**config.mk**
```make
export PLATFORM = sky130hd
export DESIGN_NAME = lcg_stim_gen_flat
export DESIGN_NICKNAME = d
export VERILOG_FILES = /design/src/rtl/lcg_stim_pkg.sv /design/src/rtl/lcg_stim_gen_if.sv /design/src/rtl/lcg_core.sv /design/src/rtl/lcg_stim_gen.sv /design/src/flat_wrapper.sv
export SDC_FILE = /design/constraint.sdc
export NUM_CORES = 2
export LEC_CHECK = 0
export ABC_CLOCK_PERIOD_IN_PS = 18000
export CORE_ASPECT_RATIO = 0.7
export CORE_MARGIN = 4
export CORE_UTILIZATION = 59
export DETAILED_ROUTE_END_ITERATION = 16
export MAX_ROUTING_LAYER = met4
export PLACE_DENSITY_LB_ADDON = 0.25
export SLEW_MARGIN = 10
export SYNTH_ARGS = -nofsm -noshare
export SYNTH_HDL_FRONTEND = slang
export SYNTH_SLANG_ARGS = --single-unit
export TNS_END_PERCENT = 30
```
**constraint.sdc**
```tcl
create_clock -name clk -period 18 [get_ports clk]
set_clock_uncertainty 0.1 [all_clocks]
set_input_delay 2.7 -clock clk [delete_from_list [all_inputs] [get_ports clk]]
set_output_delay 2.7 -clock clk [all_outputs]
set_load 0.05 [all_outputs]
```
**src/rtl/lcg_stim_pkg.sv**
```systemverilog
// Shared definitions for the LCG stimulus generator.
//   LCG_MULT / LCG_INC : constants of the bench LCG (state = state*MULT + INC mod 2^32)
//   words_per_vec      : number of 32-bit LCG steps needed to fill a vector of w bits
//   lcg_state_e        : generator FSM states
package lcg_stim_pkg;

  localparam logic [31:0] LCG_MULT = 32'h41C64E6D;
  localparam logic [31:0] LCG_INC  = 32'h0000_3039;

  typedef enum logic [1:0] {IDLE, FILL, HOLD, DRAIN} lcg_state_e;

  function automatic int unsigned words_per_vec(input int unsigned w);
    return (w + 32'd31) / 32'd32;
  endfunction

endpackage

```
**src/rtl/lcg_stim_gen_if.sv**
```systemverilog
// Vector stream between the stimulus generator and its consumer.
//   vec_o       : current vector (in_flat image)
//   vec_valid_o : vec_o valid, held stable until accepted
//   vec_ready_i : consumer accept; transfer on posedge when valid & ready
//   vec_idx_o   : index of vec_o (0 = initial vector)
// master = generator side, slave = consumer side.
interface lcg_stim_gen_if #(
  parameter int unsigned IN_W  = 133,
  parameter int unsigned CNT_W = 32
);

  logic [IN_W-1:0]  vec_o;
  logic             vec_valid_o;
  logic             vec_ready_i;
  logic [CNT_W-1:0] vec_idx_o;

  modport master (
    output vec_o,
    output vec_valid_o,
    output vec_idx_o,
    input  vec_ready_i
  );

  modport slave (
    input  vec_o,
    input  vec_valid_o,
    input  vec_idx_o,
    output vec_ready_i
  );

endinterface

```
**src/rtl/lcg_core.sv**
```systemverilog
// 32-bit LCG state register.
//   clk, rst   : clock, asynchronous active-high reset (state -> 0)
//   load, seed : load seed into the state (has priority over step)
//   step       : advance the state by one LCG step
//   state_next : state*MULT + INC, i.e. the value a step would write
module lcg_core
  import lcg_stim_pkg::*;
(
  input  logic        clk,
  input  logic        rst,
  input  logic        load,
  input  logic        step,
  input  logic [31:0] seed,
  output logic [31:0] state_next
);

  logic [31:0] state_q;

  // Product truncated to 32 bits; the add wraps mod 2^32.
  assign state_next = state_q * LCG_MULT + LCG_INC;

  always_ff @(posedge clk or posedge rst) begin
    if (rst) begin
      state_q <= '0;
    end else if (load) begin
      state_q <= seed;
    end else if (step) begin
      state_q <= state_next;
    end
  end

endmodule

```
**src/rtl/lcg_stim_gen.sv**
```systemverilog
// LCG stimulus generator: regenerates the bench LCG sequence and packs WORDS consecutive
// steps into each IN_W-bit vector. One initial vector plus cycles_i run vectors per start.
//   clk, rst    : clock, asynchronous active-high reset
//   start       : launches a run from IDLE (ignored while busy_o)
//   use_dflt_i  : 1 -> seed with SEED0, 0 -> seed with seed_i (sampled with start)
//   seed_i      : run seed
//   cycles_i    : run length; cycles_i + 1 vectors are emitted
//   vec_if      : vector stream (valid/ready, vector, index)
//   busy_o      : run in progress
//   done_o      : pulses the cycle after the last vector is accepted
module lcg_stim_gen
  import lcg_stim_pkg::*;
#(
  parameter int unsigned IN_W  = 133,
  parameter int unsigned CNT_W = 32,
  parameter logic [31:0] SEED0 = 32'd2016885264
) (
  input  logic             clk,
  input  logic             rst,
  input  logic             start,
  input  logic             use_dflt_i,
  input  logic [31:0]      seed_i,
  input  logic [CNT_W-1:0] cycles_i,
  lcg_stim_gen_if.master   vec_if,
  output logic             busy_o,
  output logic             done_o
);

  localparam int unsigned WORDS = words_per_vec(IN_W);
  localparam int unsigned PTR_W = (WORDS > 1) ? $clog2(WORDS) : 1;
  localparam logic [PTR_W-1:0] LAST_PTR = PTR_W'(WORDS - 1);

  lcg_state_e       state_q, state_d;
  logic [PTR_W-1:0] ptr_q, ptr_d;
  // One extra bit so cycles_i = 2^CNT_W-1 (2^CNT_W vectors) cannot overflow.
  logic [CNT_W:0]   gen_q, gen_d;
  logic [CNT_W-1:0] cycles_q, cycles_d;
  logic [IN_W-1:0]  stage_q, stage_d;
  logic [IN_W-1:0]  vec_q, vec_d;
  logic             valid_q, valid_d;
  logic [CNT_W-1:0] idx_q, idx_d;
  logic             done_q, done_d;

  logic             core_load, core_step;
  logic [31:0]      core_next;
  logic [31:0]      seed_sel;
  logic [CNT_W:0]   target;
  logic             accept;

  assign seed_sel = use_dflt_i ? SEED0 : seed_i;
  assign target   = {1'b0, cycles_q} + (CNT_W+1)'(1);
  assign accept   = valid_q & vec_if.vec_ready_i;

  lcg_core u_core (
    .clk        (clk),
    .rst        (rst),
    .load       (core_load),
    .step       (core_step),
    .seed       (seed_sel),
    .state_next (core_next)
  );

  always_comb begin
    state_d   = state_q;
    ptr_d     = ptr_q;
    gen_d     = gen_q;
    cycles_d  = cycles_q;
    stage_d   = stage_q;
    vec_d     = vec_q;
    valid_d   = valid_q;
    idx_d     = idx_q;
    done_d    = 1'b0;
    core_load = 1'b0;
    core_step = 1'b0;

    if (accept) begin
      valid_d = 1'b0;
    end

    unique case (state_q)
      IDLE: begin
        if (start) begin
          core_load = 1'b1;
          ptr_d     = '0;
          gen_d     = '0;
          cycles_d  = cycles_i;
          state_d   = FILL;
        end
      end
      FILL: begin
        core_step = 1'b1;
        // Step k lands in word k; bits of the last word beyond IN_W are simply dropped.
        for (int unsigned b = 0; b < IN_W; b++) begin
          if (b / 32 == 32'(ptr_q)) begin
            stage_d[b] = core_next[5'(b % 32)];
          end
        end
        if (ptr_q == LAST_PTR) begin
          ptr_d   = '0;
          state_d = HOLD;
        end else begin
          ptr_d = ptr_q + PTR_W'(1);
        end
      end
      HOLD: begin
        // LCG is frozen here, so stream content never depends on ready timing.
        if (!valid_q || accept) begin
          vec_d   = stage_q;
          valid_d = 1'b1;
          idx_d   = gen_q[CNT_W-1:0];
          gen_d   = gen_q + (CNT_W+1)'(1);
          state_d = (gen_d < target) ? FILL : DRAIN;
        end
      end
      DRAIN: begin
        if (accept) begin
          done_d  = 1'b1;
          state_d = IDLE;
        end
      end
      default: state_d = IDLE;
    endcase
  end

  always_ff @(posedge clk or posedge rst) begin
    if (rst) begin
      state_q  <= IDLE;
      ptr_q    <= '0;
      gen_q    <= '0;
      cycles_q <= '0;
      stage_q  <= '0;
      vec_q    <= '0;
      valid_q  <= 1'b0;
      idx_q    <= '0;
      done_q   <= 1'b0;
    end else begin
      state_q  <= state_d;
      ptr_q    <= ptr_d;
      gen_q    <= gen_d;
      cycles_q <= cycles_d;
      stage_q  <= stage_d;
      vec_q    <= vec_d;
      valid_q  <= valid_d;
      idx_q    <= idx_d;
      done_q   <= done_d;
    end
  end

  assign vec_if.vec_o       = vec_q;
  assign vec_if.vec_valid_o = valid_q;
  assign vec_if.vec_idx_o   = idx_q;
  assign busy_o             = (state_q != IDLE);
  assign done_o             = done_q;

endmodule
```
**src/flat_wrapper.sv**
```systemverilog
// flat-port wrapper written by rule: the top's interface ports become plain ports
module lcg_stim_gen_flat import lcg_stim_pkg::*;
#(
  parameter int unsigned IN_W  = 133,
  parameter int unsigned CNT_W = 32,
  parameter logic [31:0] SEED0 = 32'd2016885264
)
  (clk, rst, start, use_dflt_i, seed_i, cycles_i, busy_o, done_o, vec_if_vec_o, vec_if_vec_valid_o, vec_if_vec_idx_o, vec_if_vec_ready_i);
  lcg_stim_gen_if #(.IN_W(IN_W), .CNT_W(CNT_W)) vec_if_i ();
  input  logic clk;
  input  logic rst;
  input  logic start;
  input  logic use_dflt_i;
  input  logic [31:0] seed_i;
  input  logic [CNT_W-1:0] cycles_i;
  output logic busy_o;
  output logic done_o;
  output wire logic [$bits(vec_if_i.vec_o)-1:0] vec_if_vec_o;
  output wire logic [$bits(vec_if_i.vec_valid_o)-1:0] vec_if_vec_valid_o;
  output wire logic [$bits(vec_if_i.vec_idx_o)-1:0] vec_if_vec_idx_o;
  input wire logic [$bits(vec_if_i.vec_ready_i)-1:0] vec_if_vec_ready_i;
  assign vec_if_vec_o = vec_if_i.vec_o;
  assign vec_if_vec_valid_o = vec_if_i.vec_valid_o;
  assign vec_if_vec_idx_o = vec_if_i.vec_idx_o;
  assign vec_if_i.vec_ready_i = vec_if_vec_ready_i;
  lcg_stim_gen #(.IN_W(IN_W), .CNT_W(CNT_W), .SEED0(SEED0)) u_core (.clk(clk), .rst(rst), .start(start), .use_dflt_i(use_dflt_i), .seed_i(seed_i), .cycles_i(cycles_i), .vec_if(vec_if_i), .busy_o(busy_o), .done_o(done_o));
endmodule
```
==> results_dict.tcl <==
set metrics [dict create \
    status "complete, no violations" \
    setup_viol 0 \
    n_fill_cell 3482 \
    reg2reg_depth 23 \
    startpoint_type "flop" \
    post_drt_wl_per_cell_um 20.3 \
    slowest_stage "dfrtp_1" \
    antenna_found_initial 1 \
    drc 0 \
    slew_viol_final 0 \
    syn_avg_cell_area_um2 9.16 \
    syn2layout_area_growth_pct 15.2 \
    worstPathBufferInverterCount 5 \
    synth_top_area_frac 0.379 \
    cts_sinks 402 \
    ys_ff_latch 402 \
    slew-limit-headroom 0.224 \
    io_pins 237 \
    dieArea_um2 48500 \
    final.min_clock_period_ns 7.61 \
    finalHoldViolCount 0 \
    grt_pass1_wl_um 119000 \
    drtAntennaViolNets 0 \
    grt_max_degree 143 \
    synth_nets 3396 \
    maxCapViolations 0 \
    reg2reg_slack_ns 10.39 \
    crit_path_cell_trace "ha_1, inv_1, ha_1, inv_1, fa_1, inv_1, fa_1, ha_1, fa_1, fa_1, inv_1, fa_1, inv_1, ha_1, nand3_1, a211o_1, a21o_1, a21oi_2, o21bai_2, nor4b_2, nor3_2, mux2_2, o21ai_1" \
    die_w_um 261 \
    grt_usage 0.328 \
    numCtsBuffers 39 \
    path_depth 23 \
    cp_max_fo 8 \
    routed_wl_um 74800 \
    clock_tree.buffer_depth 3 \
    crit_family "adder cells" \
    worstHoldPathType "flop to flop" \
    max_stage_delay_ns 0.66 \
    worstPathRequired_ns 18.30 \
    crit_arrival_ns 7.91 \
    max_freq_mhz 131 \
    via_per_inst 5.50 \
    cts_root_buffer "clkbuf_16" \
    insertion_delay_ns 0.54 \
    cts_resized 0 \
    ctsHoldBuffers 0 \
    holdPathStages 2 \
    finalCritPeriodShare 0.423 \
    cts-htree-levels 2 \
    criticalPathCategory "flop to flop" \
    drtIter0Drc 1954 \
    setup_tns_ns 0 \
    worst_slew_pin_slew_ns 1.16 \
    synth_seq_area_share 0.379 \
    synth_area_leaders "dfrtp_1 38%, fa_1 14%, ha_1 12%" \
    firstDrtPassIters 6 \
    grt_setup_unrepaired "no" \
    clk_pin_slew_ns 0.07 \
    synth_cell_types 67 \
    drive_above_1_share 0.0394 \
    synth_top_area_cell "dfrtp_1" \
    die_y_um 185 \
    gp_congestion 0.990 \
    netlist_area_um2 26500 \
    fin_nets 3570 \
    yosysWarningCount 0 \
    worst_setup_path_end_kind "flop" \
    hpwl_um 57900 \
    grt_pass1_vias 21200 \
    async_flop_share 1.00 \
    synthCells 2895 \
    io_buffers 236 \
    start_util 0.602 \
    synth_edf_count 0 \
    num_vias 20300 \
    synth_ff_type "dfrtp_1" \
    num_rows 64 \
    fp.coreArea_um2 44000 \
    overflow 0 \
    postCtsSetupBuffers 0 \
    cts_tree "done" \
]
-- through the flow --
step                      setup WS (ns)  instance area [um2]  cells  hold slack [ns]  utilization
final                             10.39                30600   3692            0.368        0.694
after global routing              10.14                30600   3690            0.385        0.694
after CTS                         10.44                30500   3689            0.368        0.694
after detailed placement          10.47                29300   3622            0.352        0.666
after global placement            10.55                29300   3622            0.342        0.666
after floorplan                    4.02                26500   2895            0.333            -
-- logic make-up (layout without fill, tap and decap cells) --
kind of cell / Yosys count / count (layout) / synth area share
buffers and inverters: 541 / 741 / 0.0770
muxes: 18 / 18 / 0.00759
adders and majority gates: 432 / 432 / 0.256
DFF: 402 / 402 / 0.379
AOI/OAI and AO/OA: 365 / 365 / 0.0807
and+or+nand+nor: 1011 / 1011 / 0.157
xor gates and xnor gates: 126 / 126 / 0.0419
other: 0 / 3 / 0
-- registers in the layout (all words and copies together) (netlist names), 2 cells and up --
signal and flops:
u_core.stage_q 133, u_core.vec_if.vec_idx_o 32, u_core.ptr_q 3, u_core.u_core.state_q 32
u_core.vec_if.vec_o 133, u_core.gen_q 33, u_core.state_q 2, u_core.cycles_q 32
-- layout make-up --
class                      instances  area (um2)  share of cell area
multi-input combinational       1952       14500               0.473
clock inverter                    15         151             0.00495
antenna                            3        7.51            0.000246
tap                              594         743              0.0243
clock buffer                      52        1070              0.0352
inverter                         425        1600              0.0524
sequential                       402       10100               0.329
timing repair buffer             249        2460              0.0805
-- cells in the mapped netlist, types with 4 or more instances --
cell      count
o31a_1        4
nor2_1       58
xor2_1       48
o21a_1        5
a21o_1       17
nor2b_1       9
o21ai_0     193
nand2_1     802
nand2b_1     16
o21bai_1      4
o31ai_1       5
o211ai_1      8
a211oi_1      8
ha_1        247
inv_1       425
a31oi_1      11
nor3_1       21
dfrtp_1     402
a22o_1       16
clkbuf_1    105
and2_1        6
and3_1       10
nand4_1      15
a21oi_1      65
buf_1         4
nand3_1      34
buf_2         5
fa_1        185
xnor2_1      77
nor2_2        4
nand3b_1     16
mux2_2       17
-- cells in the final DEF, fill, tap and decap left out, types with 10 or more instances in the layout --
cell,count
xor2_1,48
a31oi_1,11
xnor2_1,77
buf_4,13
nor3_1,21
mux2_2,17
nand4_1,15
nor2_1,58
nand3_1,34
nand2_1,797
ha_1,247
nand3b_1,16
dfrtp_1,402
a22o_1,16
clkdlybuf4s50_1,236
inv_1,424
a21o_1,17
and3_1,10
a21oi_1,65
fa_1,185
o21ai_0,193
clkbuf_16,39
nand2b_1,15
-- worst paths after layout --
kind / startpoint / end
setup / recovery: u_core.u_core.state_q[1] / u_core.u_core.state_q[25]
setup reg to reg: u_core.u_core.state_q[1] / u_core.u_core.state_q[25]
max in group asynchronous: rst / u_core.cycles_q[17]
min in group asynchronous: rst / u_core.vec_if.vec_o[43]
hold reg to reg: u_core.stage_q[8] / u_core.vec_if.vec_o[8]
hold / removal: u_core.stage_q[8] / u_core.vec_if.vec_o[8]
-- tightest hold or removal path: stages (launching register included) --
cell,delay [ns]
dfrtp_1,0.35
nand2_1,0.05
nand2_1,0.05
-- per-layer routing --
| layer | global-route usage | wire [um] | up-vias | share of wire |
|---|---|---|---|---|
| met5 | - | 0 | - | 0 |
| met1 | 0.465 | 33500 | 10200 | 0.45 |
| met2 | 0.517 | 35200 | 614 | 0.47 |
| met3 | 0.0392 | 4340 | 99 | 0.058 |
| met4 | 0.0730 | 1730 | 0 | 0.023 |
| li1 | - | - | 9427 | - |
Power is left out: the tool's default activity adds up to more than one toggle a clock period on the data nets, which glitch-free logic cannot reach.
